$ cat src/rtl/alu_issue.sv
// Multicycle issuer for RV32I ALU-class instructions: latches a request, decodes it into
// ALU operands/opcode, captures the ALU result and returns it with rd over a valid/ready response.
module alu_issue #(
    parameter int DATA_WIDTH = 32
) (
    input  logic                  clk_i,
    input  logic                  reset_ni,
    input  logic                  req_valid_i,
    output logic                  req_ready_o,
    input  logic [31:0]           ir_i,
    input  logic [DATA_WIDTH-1:0] rs1_i,
    input  logic [DATA_WIDTH-1:0] rs2_i,
    input  logic [DATA_WIDTH-1:0] pc_i,
    output logic [DATA_WIDTH-1:0] alu_a_o,
    output logic [DATA_WIDTH-1:0] alu_b_o,
    output logic [3:0]            alu_op_o,
    input  logic [DATA_WIDTH-1:0] alu_y_i,
    output logic                  rsp_valid_o,
    input  logic                  rsp_ready_i,
    output logic [DATA_WIDTH-1:0] result_o,
    output logic [4:0]            rd_o,
    output logic                  illegal_o
);
    localparam logic [1:0] S_IDLE   = 2'd0;
    localparam logic [1:0] S_DECODE = 2'd1;
    localparam logic [1:0] S_EXEC   = 2'd2;
    localparam logic [1:0] S_RESP   = 2'd3;

    localparam logic [3:0] OP_ADD  = 4'd0;
    localparam logic [3:0] OP_SUB  = 4'd1;
    localparam logic [3:0] OP_AND  = 4'd2;
    localparam logic [3:0] OP_OR   = 4'd3;
    localparam logic [3:0] OP_XOR  = 4'd4;
    localparam logic [3:0] OP_SLTU = 4'd5;
    localparam logic [3:0] OP_SLT  = 4'd6;
    localparam logic [3:0] OP_SLL  = 4'd7;
    localparam logic [3:0] OP_SRL  = 4'd8;
    localparam logic [3:0] OP_SRA  = 4'd9;

    logic [1:0]            state_q, state_d;
    logic [31:0]           ir_q;
    logic [DATA_WIDTH-1:0] rs1_q, rs2_q, pc_q;
    logic [DATA_WIDTH-1:0] alu_a_q, alu_b_q, result_q;
    logic [3:0]            alu_op_q;
    logic [4:0]            rd_q;
    logic                  illegal_q;

    logic                  dec_legal;
    logic [DATA_WIDTH-1:0] dec_a, dec_b;
    logic [3:0]            dec_op;

    logic [6:0]            opcode, funct7;
    logic [2:0]            funct3;
    logic [DATA_WIDTH-1:0] imm_i, imm_u, shamt;

    assign opcode = ir_q[6:0];
    assign funct3 = ir_q[14:12];
    assign funct7 = ir_q[31:25];
    assign imm_i  = {{(DATA_WIDTH-12){ir_q[31]}}, ir_q[31:20]};
    assign imm_u  = {ir_q[31:12], 12'b0};
    assign shamt  = {{(DATA_WIDTH-5){1'b0}}, ir_q[24:20]};

    always_comb begin
        dec_legal = 1'b0;
        dec_a     = rs1_q;
        dec_b     = rs2_q;
        dec_op    = OP_ADD;
        case (opcode)
            7'b0110011: begin
                if (funct7 == 7'b0000000) begin
                    dec_legal = 1'b1;
                    case (funct3)
                        3'b000:  dec_op = OP_ADD;
                        3'b001:  dec_op = OP_SLL;
                        3'b010:  dec_op = OP_SLT;
                        3'b011:  dec_op = OP_SLTU;
                        3'b100:  dec_op = OP_XOR;
                        3'b101:  dec_op = OP_SRL;
                        3'b110:  dec_op = OP_OR;
                        default: dec_op = OP_AND;
                    endcase
                end else if (funct7 == 7'b0100000 && funct3 == 3'b000) begin
                    dec_legal = 1'b1;
                    dec_op    = OP_SUB;
                end else if (funct7 == 7'b0100000 && funct3 == 3'b101) begin
                    dec_legal = 1'b1;
                    dec_op    = OP_SRA;
                end
            end
            7'b0010011: begin
                dec_b = imm_i;
                case (funct3)
                    3'b000: begin dec_legal = 1'b1; dec_op = OP_ADD;  end
                    3'b010: begin dec_legal = 1'b1; dec_op = OP_SLT;  end
                    3'b011: begin dec_legal = 1'b1; dec_op = OP_SLTU; end
                    3'b100: begin dec_legal = 1'b1; dec_op = OP_XOR;  end
                    3'b110: begin dec_legal = 1'b1; dec_op = OP_OR;   end
                    3'b111: begin dec_legal = 1'b1; dec_op = OP_AND;  end
                    3'b001: begin
                        dec_b     = shamt;
                        dec_op    = OP_SLL;
                        dec_legal = (funct7 == 7'b0000000);
                    end
                    default: begin
                        // funct3 101: funct7 picks logical vs arithmetic right shift
                        dec_b     = shamt;
                        dec_op    = (funct7 == 7'b0100000) ? OP_SRA : OP_SRL;
                        dec_legal = (funct7 == 7'b0000000) || (funct7 == 7'b0100000);
                    end
                endcase
            end
            7'b0110111: begin
                dec_legal = 1'b1;
                dec_a     = '0;
                dec_b     = imm_u;
            end
            7'b0010111: begin
                dec_legal = 1'b1;
                dec_a     = pc_q;
                dec_b     = imm_u;
            end
            default: dec_legal = 1'b0;
        endcase
    end

    always_comb begin
        state_d = state_q;
        case (state_q)
            S_IDLE:   if (req_valid_i) state_d = S_DECODE;
            S_DECODE: state_d = dec_legal ? S_EXEC : S_RESP;
            S_EXEC:   state_d = S_RESP;
            default:  if (rsp_ready_i) state_d = S_IDLE;
        endcase
    end

    always_ff @(posedge clk_i or negedge reset_ni) begin
        if (!reset_ni) begin
            state_q   <= S_IDLE;
            ir_q      <= '0;
            rs1_q     <= '0;
            rs2_q     <= '0;
            pc_q      <= '0;
            alu_a_q   <= '0;
            alu_b_q   <= '0;
            alu_op_q  <= OP_ADD;
            result_q  <= '0;
            rd_q      <= '0;
            illegal_q <= 1'b0;
        end else begin
            state_q <= state_d;
            if (state_q == S_IDLE && req_valid_i) begin
                ir_q  <= ir_i;
                rs1_q <= rs1_i;
                rs2_q <= rs2_i;
                pc_q  <= pc_i;
            end
            if (state_q == S_DECODE) begin
                rd_q <= ir_q[11:7];
                if (dec_legal) begin
                    alu_a_q  <= dec_a;
                    alu_b_q  <= dec_b;
                    alu_op_q <= dec_op;
                end else begin
                    illegal_q <= 1'b1;
                    result_q  <= '0;
                end
            end
            if (state_q == S_EXEC) begin
                result_q  <= alu_y_i;
                illegal_q <= 1'b0;
            end
        end
    end

    assign req_ready_o = (state_q == S_IDLE);
    assign rsp_valid_o = (state_q == S_RESP);
    assign alu_a_o     = alu_a_q;
    assign alu_b_o     = alu_b_q;
    assign alu_op_o    = alu_op_q;
    assign result_o    = result_q;
    assign rd_o        = rd_q;
    assign illegal_o   = illegal_q;
endmodule

$ cat config.mk
export PLATFORM = sky130hd
export DESIGN_NAME = alu_issue
export DESIGN_NICKNAME = d
export VERILOG_FILES = /design/src/rtl/alu_issue.sv
export SDC_FILE = /design/constraint.sdc
export NUM_CORES = 1
export LEC_CHECK = 0
export ABC_AREA = 1
export BUFFER_PORTS_ARGS = -buffer_cell sky130_fd_sc_hd__clkbuf_2
export CAP_MARGIN = 20
export CORE_UTILIZATION = 47
export CTS_CLUSTER_SIZE = 28
export DETAILED_ROUTE_END_ITERATION = 10
export PLACE_DENSITY = 0.82
export SYNTH_ARGS = -nofsm -noshare
export SYNTH_HDL_FRONTEND = slang
export SYNTH_SLANG_ARGS = --single-unit
$ cat constraint.sdc
create_clock -name clk_i -period 1.7 [get_ports clk_i]
set_input_delay 0.085 -clock clk_i [delete_from_list [all_inputs] [get_ports clk_i]]
set_output_delay 0.085 -clock clk_i [all_outputs]
set_load 0.01 [all_outputs]
-- After elaboration in Yosys (flattened, before gate mapping)
Cells that the tools add are included.
- register bits: 236
- input port bits: 164
- output and inout bits: 108
- word-level logic and storage cells: 67
- equality and inequality tests: 17
- mux-type cells: 25
- reductions and logical operators: 14
- operator list (cell ; count):
    $mux W32 ; 4
    $pmux W32 S2 ; 2
    $pmux W4 S7 ; 2
    $eq A7 B6 Y1 const B ; 3
    $eq A7 B5 Y1 const B ; 2
    $eq A3 B3 Y1 const B ; 4
    $mux W4 ; 3
    $mux W1 ; 8
    $pmux W4 S2 ; 1
    $logic_not A7 Y1 ; 1
    $eq A3 B2 Y1 const B ; 2
    $pmux W2 S3 ; 1
    $reduce_and A2 Y1 ; 3
    $reduce_or A6 Y1 ; 1
    $eq A2 B2 Y1 const B ; 2
    $mux W2 ; 2
    $reduce_bool A4 Y1 ; 1
    $eq A3 B1 Y1 const B ; 1
    $logic_and A1 B1 Y1 ; 3
    $logic_not A3 Y1 ; 1
    $pmux W1 S3 ; 1
    $eq A2 B1 Y1 const B ; 1
    $logic_not A2 Y1 ; 1
    $ne A2 B1 Y1 const B ; 1
    other kinds (5) ; 5

-- Logic depth before layout (Yosys ltp)
Gate-level depths: netlist of run 1.
- depth after elaboration: 9
- depth in mapped cells: 12
- mapped depth without buffers: 11

-- Least setup slack after synthesis of run 1
OpenSTA, ideal clock, no wires.
- path kind: reg2reg
- from: reg state_q[0]
- to: reg pc_q[17]
- setup time: 0.133 ns
- data arrival time: 1.613 ns
- required time: 1.567 ns
- slack: -0.045 ns
- stages on the path, launching flop included: 7
- buffers on the path: 2
- clock period less this slack: 1.745 ns
- path through: dfrtp_1 -> inv_1 -> ha_1 -> nand2_1 -> clkbuf_1 -> buf_1 -> a21oi_1
- word-level cells in the longest chain between the ends: 2
- ends and longest elaborated chain (what ; RTL line ; source):
    start, declared ; 40 ; logic [1:0] state_q, state_d;
    start signal, assigned ; 150 ; state_q <= state_d;
    $logic_not A2 Y1 ; -- ;
    net req_ready_o ; 9 ; output logic req_ready_o,
    $logic_and A1 B1 Y1 ; 151 ; if (state_q == S_IDLE && req_valid_i) begin
    end signal, assigned ; 155 ; pc_q <= pc_i;
    end, declared ; 42 ; logic [DATA_WIDTH-1:0] rs1_q, rs2_q, pc_q;
The timed path passes the listed nets, and every way through them passes these cells.
A chain may end at the register's enable or synchronous reset.

-- Worst setup path after layout of run 1
- from: reg ir_q[14]
- to: reg alu_a_q[30] (netlist: alu_a_o[30])
- word-level cells in the longest chain between the ends: 7
- elaborated cells on any way between the ends: 17
- classes of those cells: 7 x eq/ne; 5 x mux; 5 x reduce/logical
- ends and longest elaborated chain (what ; RTL line ; source):
    start, declared ; 41 ; logic [31:0] ir_q;
    start signal, assigned ; 152 ; ir_q <= ir_i;
    $eq A3 B3 Y1 ; 85 ; end else if (funct7 == 7'b0100000 && funct3 == 3'b101) begin
    $logic_and A1 B1 Y1 ; 85 ;
    $mux W1 ; 85 ;
    $mux W1 ; 82 ; end else if (funct7 == 7'b0100000 && funct3 == 3'b000) begin
    $mux W1 ; 70 ; if (funct7 == 7'b0000000) begin
    $pmux W1 S3 (*) ; 68 ; case (opcode)
    $reduce_and A2 Y1 (no source line) (*) ; -- ;
    end signal, assigned ; 143 ; alu_a_q <= '0;
    end signal, assigned ; 160 ; alu_a_q <= dec_a;
    end, declared ; 43 ; logic [DATA_WIDTH-1:0] alu_a_q, alu_b_q, result_q;
Mark *: on every way between the ends. The rest lies on a longest branch, timed or not.

==> impl_metrics.toml, run 1 <==
[cells_and_area]
syn_to_final_growth_pct = 49.7
post-route-util = 0.728
drive_gt1_frac = 0.316
fin_nets = 1720
final.fill_count = 1311
stdcell_area_um2 = 14900

[setup_path]
path_class = "reg -> reg"
rr_endpoint = "alu_a_o[30]$_DFFE_PN0P_"
cpMostUsedCell = "nand2_1"
slowest_stage = "dfrtp_1"
crit_family = "simple AND/OR/NAND/NOR gates"
max_stage_delay_ps = 450
cp-end-kind = "register"
crit_arrival_ps = 2180
crit_chain = "inv_2 -> nand3_1 -> nand2_1 -> nand2_1 -> nand2_2 -> nand2_4 -> nand3_4 -> nand2_8 -> clkinv_8 -> clkbuf_16 -> nand2_1 -> nand2_1"
path_max_fanout = 14
worstPathRequired_ps = 2110
rrSetupSlack_ps = -70
r2r_start = "ir_q[14]$_DFFE_PN0P_"
start_kind = "register"
path_buf_inv = 3
ff2ff_path_depth = 12

[global_routing]
grt_max_degree = 54
overflow = 0
grt_pass1_wl_um = 48900
grt_pass1_vias = 9844
grt_usage = 0.283
met1_usage = 0.333
gr-max-usage-layer = "met2"
met3_usage = 0.0546
use_met2 = 0.496
grt_antenna_before_repair = 4

[clocking]
cts_tree = "yes"
cts-root-buf = "clkbuf_16"
clk_latency_ps = 530
cts_made_buffers = 25
clk_pin_slew_ps = 60
max-clock-path-buffers = 3
cts.sinks = 236
h-tree-depth = 1

[yosys]
syn_area_per_cell_um2 = 9.25
yosys_register_bits = 236
synth_warnings = 0
synth_fp_nets = 1246
yosysUniqueCellTypes = 26
netlist_instances = 1077
seq_area_frac_synth = 0.593
syn_area_um2 = 9960

[floorplan]
row_count = 52
die_h_um = 148
core_area_um2 = 20500
ioPinCount = 272
die-area_um2 = 21800
die_w_um = 148
start_util = 0.486

[hold_path]
hp-class = "in -> async"

[detailed_routing]
vias = 9840
wl_per_cell_um = 18.4
drtIter0Drc = 742
drc = 0
viasPerCell = 5.34
drt-total-wl_um = 33800
ant_nets = 0
first_pass_iters = 5

[power]
power_leakage_uw = 0.00798
peakVddDrop_v = 0.000927
p_per_area_nw_per_um2 = 1500

[status]
status = "finished with violations"
violations = "setup timing"

[sta]
finalSetupViolCount = 68
finalMaxSlewViolations = 0
post-route-period-util = 1.04
rsz0062_at_grt = "yes"
hold_violations = 0
timing.max_slew.rel_slack = 0.760
fin_tns_setup_ps = -2510
worstMarginPinSlew_ps = 356
fin_crit_ps = 1770
fmax_mhz = 564
clock_skew_ps = 18.7
setup_ws_ps = -74.4
hold_ws_ps = 39.6

[placement]
dp_hpwl_um = 17800
place_congestion = 0.885
pre_cts_ws_ps = -39.2
port_buffers = 271
place_area_um2 = 11900

[flow_run]
max_cap_viol_count = 0
## metal layers
| metal | share of wire | vias to the layer above |
|---|---|---|
| met5 | 0 | - |
| met4 | 0.054 | 0 |
| met3 | 0.074 | 163 |
| met2 | 0.50 | 578 |
| met1 | 0.37 | 4698 |
| li1 | - | 4401 |
## cells in the mapped netlist (all sizes together)
cell type | n | area (um2)
nand2 | 331 | 1250
dfrtp | 236 | 5910
nor2 | 87 | 329
inv | 81 | 304
nand3 | 81 | 415
a21oi | 73 | 369
mux2 | 64 | 721
o21ai | 36 | 180
clkbuf | 35 | 131
buf | 25 | 145
o22ai | 15 | 93.8
ha | 5 | 62.6
nand4 | 3 | 18.8
o21a | 2 | 15.0
clkinv | 1 | 3.75
o2111ai | 1 | 8.76
o211ai | 1 | 7.51
## cell usage in the layout (no fill, tap or decap), types with 4 or more instances in the layout
cell	Yosys	layout
nor2_2	1	5
nand3_1	79	75
diode_2	0	5
clkbuf_2	0	270
nand2_2	2	16
inv_1	78	71
inv_2	3	9
mux2_2	64	64
nand2_4	0	7
buf_4	5	45
buf_12	0	15
a21oi_1	72	72
o21ai_0	31	30
nor2_4	0	4
clkbuf_16	0	35
dlygate4sd3_1	0	162
clkbuf_1	35	11
o21ai_1	5	5
nand2_1	329	308
nor2_1	86	78
o22ai_1	15	15
dfrtp_1	236	234
## cells by family (layout without fill, tap and decap cells)
group / after synthesis / in the layout / synth area share
other: 0 / 5 / 0
AND/OR/NAND/NOR: 502 / 503 / 0.202
adder cells (fa/ha/maj): 5 / 5 / 0.00628
flip-flops: 236 / 236 / 0.593
buffers and inverters: 142 / 631 / 0.0587
AO/OA/AOI/OAI: 128 / 128 / 0.0677
multiplexers: 64 / 64 / 0.0724
## registers in the layout, indices dropped and copies added (netlist names)
| signal | cells |
|---|---|
| alu_a_o | 32 |
| alu_op_o | 4 |
| ir_q | 32 |
| rs2_q | 32 |
| alu_b_o | 32 |
| state_q | 2 |
| rd_o | 5 |
| pc_q | 32 |
| illegal_o | 1 |
| rs1_q | 32 |
| result_o | 32 |
## report_power, final
part	switching [uW]	internal (uW)
Sequential	1230	7750
Clock	2170	2850
Combinational	4550	3810
## how the worst max path moves through the flow
stage,from,end,slack (ps),cells after the start
finish,ir_q[14]$_DFFE_PN0P_,alu_a_o[30]$_DFFE_PN0P_,-70,12
global route,ir_q[14]$_DFFE_PN0P_,alu_a_o[8]$_DFFE_PN0P_,-140,12
CTS,ir_q[14]$_DFFE_PN0P_,alu_b_o[4]$_DFFE_PN0P_,-40,11
detailed placement,ir_q[12]$_DFFE_PN0P_,alu_op_o[3]$_DFFE_PN0P_,-40,10
global placement,state_q[1]$_DFFE_PN0P_,ir_q[29]$_DFFE_PN0P_,60,7
floorplan,state_q[0]$_DFFE_PN0P_,pc_q[17]$_DFFE_PN0P_,-50,6
## area by class of cell
type,instances,area [um2],share of cell area
inverters,82,320,0.0215
well taps,270,338,0.0227
flip-flops and latches,236,5910,0.396
diodes,5,12.5,0.000839
clock inverters,4,26.3,0.00176
multi-input cells,700,3680,0.247
repair buffers,506,3910,0.262
clock buffers,39,708,0.0475
## stage by stage
step	std cells	power (uW)
after detailed placement	1605	15900
after CTS	1810	21300
after global placement	1605	15600
after global routing	1841	23600
after floorplan	1077	13300
final	1842	22400
## repair_timing
| action | CTS | global route |
|---|---|---|
| buffers inserted | 0 | 15 |
| cloned | 0 | 12 |
| hold buffers | 162 | 0 |
| gates resized for setup | 1 | 71 |
| pin swaps | 0 | 9 |
| hold endpoints to repair | 396 | 0 |
| endpoints found under the setup margin | 64 | 149 |
## worst reg2reg max path, stage by stage, from the launching register on
cell and delay, ps:
dfrtp_1 450, inv_2 80, nand3_1 100, nand2_1 70
nand2_1 100, nand2_2 70, nand2_4 80, nand3_4 100
nand2_8 150, clkinv_8 120, clkbuf_16 200, nand2_1 80
nand2_1 50
No activity file was read; power rests on OpenSTA's default activity.
==> run 2, diff against run 1 <==
--- a/config.mk
+++ b/config.mk
@@ -8,10 +8,10 @@
 export ABC_AREA = 1
 export BUFFER_PORTS_ARGS = -buffer_cell sky130_fd_sc_hd__clkbuf_2
 export CAP_MARGIN = 20
-export CORE_UTILIZATION = 47
+export CORE_UTILIZATION = 40
 export CTS_CLUSTER_SIZE = 28
 export DETAILED_ROUTE_END_ITERATION = 10
-export PLACE_DENSITY = 0.82
+export PLACE_DENSITY = 0.72
 export SYNTH_ARGS = -nofsm -noshare
 export SYNTH_HDL_FRONTEND = slang
 export SYNTH_SLANG_ARGS = --single-unit
==> impl_metrics.toml, run 2 (synthesized netlist as in run 1, its figures left out) <==
[detailed_routing]
wl_per_cell_um = 16.1
drtIter0Drc = 652
viasPerCell = 4.88
ant_nets = 0
drc = 0
drt-total-wl_um = 30300
first_pass_iters = 5
vias = 9181

[hold_path]
hp-class = "in -> async"

[global_routing]
grt_pass1_wl_um = 47300
grt_antenna_before_repair = 2
grt_usage = 0.229
grt_pass1_vias = 9317
overflow = 0
grt_max_degree = 53

[sta]
hold_ws_ps = 82.0
clock_skew_ps = 9.55
finalMaxSlewViolations = 0
post-route-period-util = 1.00
hold_violations = 0
setup_ws_ps = -8.08
worstMarginPinSlew_ps = 461
fmax_mhz = 585
rsz0062_at_grt = "yes"
fin_crit_ps = 1710
timing.max_slew.rel_slack = 0.693
finalSetupViolCount = 3

[cells_and_area]
fin_nets = 1710
multi_input_area_um2 = 3660
final_common_cell = "nand2_1"
syn_to_final_growth_pct = 50.5
drive_gt1_frac = 0.316
final.fill_count = 1959
final_cell_mix = "308 x nand2_1, 270 x clkbuf_2, 235 x dfrtp_1"
regArea_um2 = 5910
stdcell_area_um2 = 15000

[power]
peakVddDrop_v = 0.00111
switching_share = 0.339
combPwrFrac = 0.368
internal_power_uw = 15000
power_leakage_uw = 0.00799
power_frac_clock = 0.244
p_per_area_nw_per_um2 = 1520
p_switching_uw = 7720
pwr-share-seq = 0.388

[setup_path]
ff2ff_path_depth = 12
rr_endpoint = "result_o[4]$_DFFE_PN0P_"
path_max_fanout = 11
start_kind = "register"
crit_arrival_ps = 2160
path_class = "reg -> reg"
r2r_start = "ir_q[28]$_DFFE_PN0P_"
worstPathRequired_ps = 2160
rrSetupSlack_ps = -8
cp-end-kind = "register"

[clocking]
clk_latency_ps = 520
max-clock-path-buffers = 3
cts.sinks = 236
h-tree-depth = 1
cts_tree = "yes"
cts_made_buffers = 26
clk_pin_slew_ps = 60
cts-root-buf = "clkbuf_16"

[placement]
port_buffers = 271
place_congestion = 0.820
place_area_um2 = 12100
dp_hpwl_um = 18200

[flow_run]
max_cap_viol_count = 0

[floorplan]
die-area_um2 = 25500
core_area_um2 = 24400
row_count = 57
start_util = 0.408
die_w_um = 160
ioPinCount = 272
die_h_um = 160

[status]
violations = "setup timing"
status = "finished with violations"
run 2: routing by layer:
layer  part of all wire  GRT usage  vias up
met3              0.055     0.0379       94
met1               0.41      0.291     4367
li1                   -          -     4380
met2               0.50      0.385      340
met4              0.039      0.103        0
met5                  0          0        -
run 2: stage by stage:
| stage | std cells | setup TNS [ps] | util | setup slack [ps] | power, uW |
|---|---|---|---|---|---|
| finish | 1883 | -14.6 | 0.614 | -8.08 | 22700 |
| detailed placement | 1666 | -74.7 | 0.496 | -17.4 | 16000 |
| global route | 1883 | -6200 | 0.614 | -100 | 24200 |
| global placement | 1666 | 0 | 0.496 | 14.5 | 15800 |
| floorplan | 1077 | -4090 | - | -45.4 | 13300 |
| CTS | 1873 | -63.8 | 0.598 | -16.5 | 22000 |
run 2: power by group through the flow:
stage               logic (uW)  registers [uW]  clock network (uW)
finish                    8370            8830                5540
global route              9250            9060                5890
CTS                       7580            8750                5640
detailed placement        7210            8830                   0
global placement          7030            8770                   0
floorplan                 4340            8910                   0
run 2: worst max-delay path: stages (launching register included):
cell	delay, ps
dfrtp_1	390
nor2_2	120
nand2_2	120
nor2_2	140
nor2_1	50
nand2_1	70
nand2_2	70
buf_6	120
nand4_1	70
buf_6	160
clkbuf_16	170
nand3_1	70
nand2_1	80
run 2: layout make-up:
type,count,share of cell area
Tap cell,324,0.0271
Timing Repair Buffer,496,0.256
Antenna cell,2,0.000334
Sequential cell,236,0.394
Multi-Input combinational cell,699,0.244
Inverter,82,0.0214
Clock buffer,44,0.0567
run 2: worst max path at each step:
stage	from	endpoint	slack, ps
after global placement	ir_q[28]$_DFFE_PN0P_	result_o[26]$_DFFE_PN0P_	10
after CTS	ir_q[28]$_DFFE_PN0P_	alu_b_o[27]$_DFFE_PN0P_	-20
after floorplan	state_q[0]$_DFFE_PN0P_	pc_q[17]$_DFFE_PN0P_	-50
after global routing	ir_q[28]$_DFFE_PN0P_	result_o[29]$_DFFE_PN0P_	-100
after detailed placement	ir_q[28]$_DFFE_PN0P_	alu_b_o[18]$_DFFE_PN0P_	-20
final	ir_q[28]$_DFFE_PN0P_	result_o[4]$_DFFE_PN0P_	-8
run 2: timing repair:
action	in CTS	in global routing
pin swaps	0	13
hold buffers	162	0
setup endpoints to repair	28	114
cloned	0	6
hold endpoints to repair	397	0
buffers inserted	1	2
resized for setup	2	79
==> run 3, diff against run 2 <==
--- a/config.mk
+++ b/config.mk
@@ -11,7 +11,8 @@
 export CORE_UTILIZATION = 40
 export CTS_CLUSTER_SIZE = 28
 export DETAILED_ROUTE_END_ITERATION = 10
-export PLACE_DENSITY = 0.72
+export PLACE_DENSITY = 0.7
+export REMOVE_ABC_BUFFERS = 1
 export SYNTH_ARGS = -nofsm -noshare
 export SYNTH_HDL_FRONTEND = slang
 export SYNTH_SLANG_ARGS = --single-unit
==> constraint.sdc (replaced) <==
create_clock -name clk_i -period 1.98 [get_ports clk_i]
set_input_delay 0.099 -clock clk_i [delete_from_list [all_inputs] [get_ports clk_i]]
set_output_delay 0.099 -clock clk_i [all_outputs]
set_load 0.01 [all_outputs]
==> impl_metrics.toml, run 3 (synthesized netlist as in run 1, its figures left out) <==
[cells_and_area]
syn_to_final_growth_pct = 43.8
regArea_um2 = 5910
post-route-util = 0.587
fin_cells = 1855
final_cell_mix = "327 x nand2_1, 270 x clkbuf_2, 236 x dfrtp_1"
final_common_cell = "nand2_1"
multi_input_area_um2 = 3490
fin_nets = 1680
drive_gt1_frac = 0.277
final.fill_count = 2086

[clocking]
cts.sinks = 236
post_cts_buffers = 0
max-clock-path-buffers = 3
clk_pin_slew_ps = 60
h-tree-depth = 1
cts_made_buffers = 26
clk_latency_ps = 530
cts_tree = "yes"
cts-root-buf = "clkbuf_16"

[sta]
fmax_mhz = 562
finalSetupViolCount = 0
clock_skew_ps = 8.37
worstMarginPinSlew_ps = 485
hold_violations = 0
finalMaxSlewViolations = 0
fin_crit_ps = 1780
timing.max_slew.rel_slack = 0.677
hold_ws_ps = 37.8
rsz0062_at_grt = "no"
post-route-period-util = 0.899
setup_ws_ps = 200

[hold_path]
holdPathEnd = "state_q[0]$_DFFE_PN0P_"
hp-class = "in -> reg"
hp-start = "rsp_ready_i"
worst_hold_path.num_cells = 5

[global_routing]
grt_pass1_vias = 9355
overflow = 0
grt_max_degree = 59
grt_antenna_before_repair = 2
grt_pass1_wl_um = 46500
grt_usage = 0.223

[setup_path]
slowest_stage = "dfrtp_1"
rr_endpoint = "alu_a_o[7]$_DFFE_PN0P_"
ff2ff_path_depth = 12
crit_chain = "nor2_1 -> nand2_1 -> nor2_1 -> nor2_1 -> nand2_1 -> nand2_1 -> nand3_2 -> nand2_4 -> inv_2 -> buf_12 -> nand2_1 -> nand2_1"
worstPathRequired_ps = 2440
cp-end-kind = "register"
start_kind = "register"
rrSetupSlack_ps = 200
r2r_start = "ir_q[25]$_DFFE_PN0P_"
max_stage_delay_ps = 400
crit_arrival_ps = 2240
cpMostUsedCell = "nand2_1"
path_class = "reg -> reg"
path_max_fanout = 35

[detailed_routing]
drc = 0
vias = 8983
drt-total-wl_um = 28400
first_pass_iters = 4
viasPerCell = 4.84
ant_nets = 0
wl_per_cell_um = 15.3
drtIter0Drc = 509

[power]
p_per_area_nw_per_um2 = 1290
power_uw = 18400
power_leakage_uw = 0.00770
peakVddDrop_v = 0.00103

[status]
status = "finished, final reports clean"

[floorplan]
start_util = 0.408
ioPinCount = 272
die-area_um2 = 25500
die_w_um = 160
die_h_um = 160
core_area_um2 = 24400
row_count = 57

[placement]
place_inst = 1646
port_buffers = 271
pre_cts_ws_ps = 105
place_congestion = 0.779
dp_hpwl_um = 17500

[flow_run]
max_cap_viol_count = 0
run 3: changes by cell type in the layout (fill, tap and decap cells not counted), sizes merged:
cell / previous run / this run
clkinvlp: 0 / 3
bufinv: 0 / 1
buf: 58 / 35
clkinv: 2 / 8
dlygate4sd3: 162 / 161
inv: 80 / 81
clkbuf: 320 / 305
run 3: timing repair:
action                                  in CTS  in global routing
resized for setup                            0                  1
endpoints found under the hold margin      393                  0
endpoints found under the setup margin       0                 11
hold buffers                               161                  0
run 3: metrics by stage:
step | setup TNS, ps | instance area (um2)
2_1_floorplan | -448200 | 9680
3_3_place_gp | 0 | 11900
3_5_place_dp | 0 | 11900
4_1_cts | 0 | 14300
5_1_grt | 0 | 14300
6_report | 0 | 14300
run 3: report_power, final:
group / internal [uW] / switching [uW] / leakage (uW)
logic: 2780 / 3360 / 0.00441
clock network: 2760 / 1960 / 0.000408
registers: 6650 / 915 / 0.00289
total: 12200 / 6240 / 0.00770
run 3: worst max path at each step:
stage	endpoint	cells after the start	from
after floorplan	state_q[1]$_DFFE_PN0P_	6	state_q[0]$_DFFE_PN0P_
after global placement	alu_b_o[6]$_DFFE_PN0P_	9	ir_q[3]$_DFFE_PN0P_
after detailed placement	alu_b_o[7]$_DFFE_PN0P_	9	ir_q[3]$_DFFE_PN0P_
after CTS	alu_b_o[7]$_DFFE_PN0P_	9	ir_q[3]$_DFFE_PN0P_
after global routing	alu_b_o[3]$_DFFE_PN0P_	12	ir_q[25]$_DFFE_PN0P_
final	alu_a_o[7]$_DFFE_PN0P_	12	ir_q[25]$_DFFE_PN0P_
run 3: critical path, delay by kind of cell, from the launching register on:
family / cells / cell delay, ps
and+or+nand+nor: 10 / 1000
DFF: 1 / 400
buffers and inverters: 2 / 310
run 3: routing by layer:
layer / vias up / global-route usage / share of wire
met5: - / 0 / 0
met4: 0 / 0.0926 / 0.039
met3: 85 / 0.0452 / 0.058
met2: 286 / 0.374 / 0.48
met1: 4309 / 0.281 / 0.42
li1: 4303 / - / -
run 3: area by class of cell:
class,count,share of cell area
Antenna cell,2,0.000350
Clock buffer,35,0.0521
Clock inverter,11,0.00612
Inverter,82,0.0215
Multi-Input combinational cell,699,0.244
Sequential cell,236,0.413
Tap cell,324,0.0283
Timing Repair Buffer,466,0.235
